**src/rtl/controller_floatingpoint_mul_pkg.sv**
```systemverilog
// Shared constants for the floating-point multiply sequencer.
// State encodings and MULT counter sizing.
package fp_mul_ctrl_pkg;

  localparam int MCNT_W  = 4;
  localparam int LAT_MIN = 1;
  localparam int LAT_MAX = 15;

  typedef logic [2:0] state_t;

  localparam state_t S_IDLE   = 3'd0;
  localparam state_t S_LOAD   = 3'd1;
  localparam state_t S_MULT   = 3'd2;
  localparam state_t S_ROUND  = 3'd3;
  localparam state_t S_RENORM = 3'd4;
  localparam state_t S_OUTPUT = 3'd5;
  localparam state_t S_DONE   = 3'd6;

endpackage

```
**src/rtl/controller_floatingpoint_mul_if.sv**
```systemverilog
// Host handshake plus datapath control/status bundle.
// master = controller, slave = host/datapath side.
interface controller_floatingpoint_mul_if #(
  parameter int CNT_W = 16
);

  logic             start;
  logic             MLB_significand_mult;
  logic             MLB_exp_inc;
  logic             overflow_flag;
  logic             mux_en_reg;
  logic             enable_reg;
  logic             inc_shift_en;
  logic             mux_en_rounding;
  logic             enable_rounding;
  logic             busy;
  logic             done;
  logic             overflow_o;
  logic [CNT_W-1:0] op_count;

  modport master (
    input  start,
    input  MLB_significand_mult,
    input  MLB_exp_inc,
    input  overflow_flag,
    output mux_en_reg,
    output enable_reg,
    output inc_shift_en,
    output mux_en_rounding,
    output enable_rounding,
    output busy,
    output done,
    output overflow_o,
    output op_count
  );

  modport slave (
    output start,
    output MLB_significand_mult,
    output MLB_exp_inc,
    output overflow_flag,
    input  mux_en_reg,
    input  enable_reg,
    input  inc_shift_en,
    input  mux_en_rounding,
    input  enable_rounding,
    input  busy,
    input  done,
    input  overflow_o,
    input  op_count
  );

endinterface

```
**src/rtl/controller_floatingpoint_mul.sv**
```systemverilog
// Sequencing FSM for the floating-point multiply datapath.
// Moore-decoded enables; only inc_shift_en in MULT sees status.
module controller_floatingpoint_mul
  import fp_mul_ctrl_pkg::*;
#(
  parameter int MULT_LATENCY = 1,
  parameter int CNT_W        = 16
) (
  input logic clk,
  input logic reset,
  controller_floatingpoint_mul_if.master bus
);

  if ((MULT_LATENCY < LAT_MIN) ||
      (MULT_LATENCY > LAT_MAX)) begin : g_bad_lat
    $error("MULT_LATENCY out of range 1..15");
  end

  localparam logic [MCNT_W-1:0] LAT_M1 =
    MCNT_W'(MULT_LATENCY - 1);

  state_t             state;
  state_t             state_nx;
  logic [MCNT_W-1:0]  mcnt;
  logic               renorm;
  logic               ovf_q;
  logic [CNT_W-1:0]   count;

  logic is_load;
  logic is_mult;
  logic is_round;
  logic is_renorm;
  logic is_output;
  logic is_done;
  logic mult_last;

  assign is_load   = (state == S_LOAD);
  assign is_mult   = (state == S_MULT);
  assign is_round  = (state == S_ROUND);
  assign is_renorm = (state == S_RENORM);
  assign is_output = (state == S_OUTPUT);
  assign is_done   = (state == S_DONE);
  assign mult_last = is_mult && (mcnt == '0);

  always_comb begin
    state_nx = S_IDLE;
    case (state)
      S_IDLE:   state_nx = bus.start ? S_LOAD : S_IDLE;
      S_LOAD:   state_nx = S_MULT;
      S_MULT:   state_nx = mult_last ? S_ROUND : S_MULT;
      S_ROUND:
        state_nx = (bus.MLB_exp_inc && !renorm) ?
                   S_RENORM : S_OUTPUT;
      S_RENORM: state_nx = S_OUTPUT;
      S_OUTPUT: state_nx = S_DONE;
      S_DONE:   state_nx = bus.start ? S_LOAD : S_IDLE;
      default:  state_nx = S_IDLE;
    endcase
  end

  always_ff @(posedge clk or negedge reset) begin
    if (!reset) begin
      state  <= S_IDLE;
      mcnt   <= '0;
      renorm <= 1'b0;
      ovf_q  <= 1'b0;
      count  <= '0;
    end else begin
      state <= state_nx;
      case (state)
        S_LOAD: begin
          mcnt   <= LAT_M1;
          renorm <= 1'b0;
        end
        S_MULT:
          if (mcnt != '0) mcnt <= mcnt - 1'b1;
        S_ROUND:
          if (bus.MLB_exp_inc) renorm <= 1'b1;
        S_OUTPUT: ovf_q <= bus.overflow_flag;
        S_DONE:
          if (count != '1) count <= count + 1'b1;
        default: ;
      endcase
    end
  end

  assign bus.mux_en_reg      = is_mult;
  assign bus.enable_reg      = is_load | is_mult | is_output;
  assign bus.inc_shift_en    = is_renorm |
    (mult_last & bus.MLB_significand_mult);
  assign bus.mux_en_rounding = is_round;
  assign bus.enable_rounding = is_round | is_renorm;
  assign bus.busy            = (state != S_IDLE);
  assign bus.done            = is_done;
  assign bus.overflow_o      = ovf_q;
  assign bus.op_count        = count;

endmodule

```
**src/flat_wrapper.sv**
```systemverilog
// flat-port wrapper written by rule: the top's interface ports become plain ports
module controller_floatingpoint_mul_flat import fp_mul_ctrl_pkg::*;
#(
  parameter int MULT_LATENCY = 1,
  parameter int CNT_W        = 16
)
  (clk, reset, bus_start, bus_MLB_significand_mult, bus_MLB_exp_inc, bus_overflow_flag, bus_mux_en_reg, bus_enable_reg, bus_inc_shift_en, bus_mux_en_rounding, bus_enable_rounding, bus_busy, bus_done, bus_overflow_o, bus_op_count);
  controller_floatingpoint_mul_if #(.CNT_W(CNT_W)) bus_i ();
  input logic clk;
  input logic reset;
  input wire logic [$bits(bus_i.start)-1:0] bus_start;
  input wire logic [$bits(bus_i.MLB_significand_mult)-1:0] bus_MLB_significand_mult;
  input wire logic [$bits(bus_i.MLB_exp_inc)-1:0] bus_MLB_exp_inc;
  input wire logic [$bits(bus_i.overflow_flag)-1:0] bus_overflow_flag;
  output wire logic [$bits(bus_i.mux_en_reg)-1:0] bus_mux_en_reg;
  output wire logic [$bits(bus_i.enable_reg)-1:0] bus_enable_reg;
  output wire logic [$bits(bus_i.inc_shift_en)-1:0] bus_inc_shift_en;
  output wire logic [$bits(bus_i.mux_en_rounding)-1:0] bus_mux_en_rounding;
  output wire logic [$bits(bus_i.enable_rounding)-1:0] bus_enable_rounding;
  output wire logic [$bits(bus_i.busy)-1:0] bus_busy;
  output wire logic [$bits(bus_i.done)-1:0] bus_done;
  output wire logic [$bits(bus_i.overflow_o)-1:0] bus_overflow_o;
  output wire logic [$bits(bus_i.op_count)-1:0] bus_op_count;
  assign bus_i.start = bus_start;
  assign bus_i.MLB_significand_mult = bus_MLB_significand_mult;
  assign bus_i.MLB_exp_inc = bus_MLB_exp_inc;
  assign bus_i.overflow_flag = bus_overflow_flag;
  assign bus_mux_en_reg = bus_i.mux_en_reg;
  assign bus_enable_reg = bus_i.enable_reg;
  assign bus_inc_shift_en = bus_i.inc_shift_en;
  assign bus_mux_en_rounding = bus_i.mux_en_rounding;
  assign bus_enable_rounding = bus_i.enable_rounding;
  assign bus_busy = bus_i.busy;
  assign bus_done = bus_i.done;
  assign bus_overflow_o = bus_i.overflow_o;
  assign bus_op_count = bus_i.op_count;
  controller_floatingpoint_mul #(.MULT_LATENCY(MULT_LATENCY), .CNT_W(CNT_W)) u_core (.clk(clk), .reset(reset), .bus(bus_i));
endmodule
```
**config.mk**
```make
export PLATFORM = sky130hd
export DESIGN_NAME = controller_floatingpoint_mul_flat
export DESIGN_NICKNAME = d
export VERILOG_FILES = /design/src/rtl/controller_floatingpoint_mul_pkg.sv /design/src/rtl/controller_floatingpoint_mul_if.sv /design/src/rtl/controller_floatingpoint_mul.sv /design/src/flat_wrapper.sv
export SDC_FILE = /design/constraint.sdc
export NUM_CORES = 1
export LEC_CHECK = 0
export CAP_MARGIN = 20
export CORE_MARGIN = 2
export CORE_UTILIZATION = 49
export CTS_CLUSTER_SIZE = 10
export DETAILED_ROUTE_END_ITERATION = 16
export PLACE_DENSITY = 0.8
export SYNTH_ARGS = -nofsm -noshare
export SYNTH_HDL_FRONTEND = slang
export SYNTH_SLANG_ARGS = --single-unit
```
**constraint.sdc**
```tcl
create_clock -name clk -period 1.85 [get_ports clk]
set_clock_uncertainty 0.05 [all_clocks]
set_input_delay 0.2775 -clock clk [delete_from_list [all_inputs] [get_ports clk]]
set_output_delay 0.2775 -clock clk [all_outputs]
set_load 0.02 [all_outputs]
```
# After elaboration in Yosys (flattened, before gate mapping)
# Index checks and enable logic that the tools add are counted.
# word_totals
wordCells	42
latch_bits	0
rom_bits	0
ff_bits	25
mem_bits_rw	0
memories	0
out_inout_bits	24
# op_classes
reduce_logical	13
n_addsub	2
div_mod_pow	0
muxes	8
n_mul	0
n_eq_ne	9
shifts	0
n_lt_le_gt_ge	0
bitwise	5
# ops
op	n
$pmux 3 s6	1
$add 16x1->16 const B	1
$ne 16x16->1 const B	1
$eq 3x3->1 const B	3
$pmux 4 s2	1
$eq 3x2->1 const B	2
$reduce_and 2->1	3
$logic_not 4->1	1
$mux 1	4
$mux 4	1
$ne 2x2->1 const B	2
$or 1x1->1	4
$reduce_bool 2->1	2
$reduce_bool 4->1	1
$sub 4x1->4 const B	1
$eq 3x1->1 const B	1
$logic_not 3->1	1
$reduce_bool 3->1	1
$logic_and 1x1->1	2
$pmux 1 s2	1
$reduce_or 2->1	1
$and 1x1->1	1
$logic_not 1->1	1

# Longest topological paths before layout
# logic_depth
word_depth	4
depth_mapped	6
ltp_nobuf	6

# Least setup slack after synthesis
# Ideal clock, no wire load.
# synth_timing
kind	register -> register
from	register u_core.count[0] (netlist: u_core.bus.op_count[0])
to	register u_core.count[11] (netlist: u_core.bus.op_count[11])
slack_ps	30
t_arrival_ps	1635
n_path_buf	1
required_ps	1665
stages_incl_launch_ff	7
setup_ps	135
synth_period_minus_slack_ps	1820
cell_sequence	dfrtp_1 ha_1 and4_1 nor4bb_1 buf_2 nor3_1 xor2_1
# synth_via
elab_chain_len	2
# synth_lines
element	line_no	text
from (decl)	controller_floatingpoint_mul.sv:27	logic [CNT_W-1:0] count;
from (signal assigned)	controller_floatingpoint_mul.sv:81	if (count != '1) count <= count + 1'b1;
parallel branches: the longest is 2 deep, another holds $add 16x1->16	-	
# Several ways; the timed one is not identified.
# A chain may end at the register's enable or synchronous reset.

# Worst setup path after layout
# layout_timing
from	register u_core.mcnt[1]
to	output bus_inc_shift_en
# layout_via
elab_chain_len	4
# layout_lines
element	line_no	text
from (decl)	controller_floatingpoint_mul.sv:24	logic [MCNT_W-1:0] mcnt;
from (signal assigned)	controller_floatingpoint_mul.sv:76	if (mcnt != '0) mcnt <= mcnt - 1'b1;
$logic_not 4->1	controller_floatingpoint_mul.sv:43	assign mult_last = is_mult && (mcnt == '0);
$logic_and 1x1->1	controller_floatingpoint_mul.sv:43	
$and 1x1->1	controller_floatingpoint_mul.sv:90	(mult_last & bus.MLB_significand_mult);
$or 1x1->1	controller_floatingpoint_mul.sv:89	assign bus.inc_shift_en = is_renorm |
to (decl)	flat_wrapper.sv:17	output wire logic [$bits(bus_i.inc_shift_en)-1:0] bus_inc_shift_en;
# Every way passes these cells.

==> metrics.md <==
| Metric | Value |
|---|---|
| Outcome | complete, but fails checks |
| Violated checks | negative setup slack |
| Die area | between 3000 and 4000 um2 |
| Initial core utilization | 0.530 |
| First-pass GRT wire length | approximately 4900 um |
| Ys async rst share | 1.00 |
| CP required | around 1500 ps |
| Fin nets | 194 |
| IO buf count | 29 |
| GRT Resource Usage Total | 0.197 |
| CP Capture Type | output port |
| Worst VDD drop | 1.17 mV |
| Die width | approximately 56 um |
| Max-cap viol count | 0 |
| Vias in the first global route | between 1000 and 1500 |
| Drt pass-1 iters | 4 |
| PD cells | around 1000 nW/um2 |
| DR vias | 1160 |
| GRT overflow | 0 |
| Top cell type by total area after synthesis | dfrtp_1 |
| Crit path kind | flip-flop to output port |
| Sequential area share after synthesis | 0.468 |
| Post-Route WL | 2820 um |
| Yosys cell types | 33 |
| Routability congestion estimate | 0.862 |
| Hold Slack | roughly 240 ps |
| Synth-to-layout area growth | 40.4% |
| Number of flops mapped to enable cells by yosys | 0 |
| Setup TNS | -11.7 ps |
| Skew-Pair Late Insertion Delay | 330 ps |
| DP HPWL | between 2000 and 2500 um |
| Tmin final | around 1900 ps |
| Worst-Margin Slew | 335 ps |
| Critical path arrival | about 1500 ps |
| Row cnt | 18 |
| RSZ-0062 raised after global routing | true |
| Fill count | between 150 and 200 |
| Reg area | 626 um2 |
| Largest net degree at the start of global routing | 26 |
| H-tree depth | 1 |
| Final Max Slew Viols | 0 |
| Fraction of layout cells with a size suffix above 1 | 0.254 |
| Routed Antenna Nets | 0 |
| DRT iter0 DRCs | 23 |
| CTS Buffer Depth | 2 |
| Yosys warning total | 0 |
| Diodes inserted | 0 |
| Final Hold Fails | 0 |
| Residual DRC count | 0 |
| Synthesized area | 1340 um2 |
| Initial antenna violation count | 0 |
| Clock sink count | 25 |
| CP startpoint | u_core.mcnt[1] |
| Synth Register Bits | 25 |
| Synth area leaders | dfrtp_1 (47%), xor2_1 (9.8%), nor3_1 (3.4%) |
| LEAKAGE | ~0.94 nW |
| Chip height | between 50 and 60 um |
| Setup Viol. Count Final | 1 |
| PnR worst setup slack | -11.7 ps |
| Final cycle utilization of the critical path | 1.01 |
| Primary FF master, synth | dfrtp_1 |
| FMAX | 537 MHz |
| Via/cell ratio | ~5.4 |
| Clock transition at path regs | 140 ps |
| CTS Root Cell | clkbuf_4 |
| Core ar. | about 2500 um2 |
| TritonCTS clock tree | yes |
| Slew headroom | 0.774 |
| Total CTS buffers | 3 |
| Top-area cell type share of the netlist area | 0.468 |
| Worst min path class | input pin to async pin |
| Mapped Cells | 134 |
| Drt wl/cell | between 10 and 15 um |
| Max Fanout on Critical Path | 2 |
| Worst setup SP type | flip-flop |
| Ports | 30 |
| Area used by multi-input combinational logic | about 700 um2 |
| Syn_area_per_cell | 9.97 um2 |
| RR Startpoint | u_core.mcnt[1] |
| Synth Net Count | 142 |
[cell type report]
type | instances | share of cell area
multi-input combinational | 95 | 0.365
sequential | 25 | 0.333
timing repair buffer | 54 | 0.253
tap | 30 | 0.0200
inverter | 7 | 0.0140
clock buffer | 3 | 0.0120
clock inverter | 1 | 0.00267
[cell usage after synthesis, types with 2 or more instances]
library cell / count
nand3_1: 5
o21ai_0: 7
ha_1: 2
mux2_2: 3
dfrtp_1: 25
nand2_1: 12
and3_1: 2
inv_1: 7
nor2_1: 8
buf_6: 2
nand4_1: 4
clkbuf_1: 3
xor2_1: 15
a21oi_1: 5
nor4_1: 4
buf_2: 2
nor4_4: 2
nor3b_1: 2
a31oi_1: 2
nor3_1: 9
[placed cells by master, fill, tap and decap left out, types with 3 or more instances in the layout]
| cell type | instances |
|---|---|
| dfrtp_1 | 25 |
| buf_4 | 24 |
| clkdlybuf4s50_1 | 22 |
| xor2_1 | 15 |
| nand2_1 | 12 |
| nor3_1 | 9 |
| nor2_1 | 7 |
| o21ai_0 | 7 |
| inv_1 | 6 |
| nand3_1 | 4 |
| a21oi_1 | 4 |
| nand4_1 | 4 |
| nor4_1 | 4 |
| mux2_2 | 3 |
| clkbuf_4 | 3 |
| clkbuf_2 | 3 |
[registers in the layout, summed over array words and instances, names as in the netlist]
name and count:
u_core.mcnt 4, u_core.state 3, u_core.renorm 1, u_core.bus.op_count 16
u_core.bus.overflow_o 1
[path summary, 6_finish.rpt]
| check | slack, ps | endpoint | cells past startpoint |
|---|---|---|---|
| worst max-delay path | -10 | bus_inc_shift_en | 6 |
| min in group clk | 460 | u_core.bus.op_count[7] | 1 |
| max in group asynchronous | 1260 | u_core.renorm | 2 |
| worst min-delay path | 240 | u_core.bus.op_count[9] | 2 |
| worst min register to register | 460 | u_core.bus.op_count[7] | 1 |
| worst max register to register | 100 | u_core.mcnt[0] | 8 |
[through the flow]
stage                     utilization  std cells  area, um2  setup WS [ps]  power [mW]
final                           0.744        215       1880          -11.7        1.96
after global routing            0.744        215       1880           -138        2.09
after CTS                       0.725        212       1830          -80.1        1.96
after detailed placement        0.715        208       1800           -231        1.75
after global placement          0.715        208       1800           -175        1.73
after floorplan                     -        134       1340           30.1        1.26
[where the power goes]
part / internal (mW) / switching, mW / leakage, nW
Sequential: 0.639 / 0.0775 / 0.335
Clock: 0.0810 / 0.165 / 0.0177
Combinational: 0.458 / 0.539 / 0.592
Total: 1.18 / 0.782 / 0.945
[per-layer routing]
| layer | part of all wire | routed length (um) | GRT usage |
|---|---|---|---|
| met5 | 0 | 0 | 0 |
| met4 | 0.016 | 44 | 0.0714 |
| met3 | 0.044 | 125 | 0.0419 |
| met2 | 0.47 | 1320 | 0.303 |
| met1 | 0.47 | 1330 | 0.274 |
[repair_timing]
item | in CTS | in global routing
setup buffers | 0 | 3
pin swaps | 0 | 3
hold buffers | 0 | 0
endpoints found under the setup margin | 7 | 10
resized for setup | 13 | 16
[critical path, cell delays in order (launching register included)]
cell and delay [ps]:
dfrtp_1 400, inv_1 70, ha_2 170, nor3b_4 210, nand3_2 90, a21oi_2 140
buf_6 130
[logic make-up (layout without fill, tap and decap cells)]
kind of cell    after synthesis  count (layout)  share of synthesized area
simple gates                 55              55                      0.247
flops                        25              25                      0.468
compound gates               20              20                     0.0899
xor+xnor                     15              15                     0.0983
buf+inv                      14              65                     0.0524
mux                           3               3                     0.0253
fa+ha+maj                     2               2                     0.0187
Power figures use the tool's default switching activity.
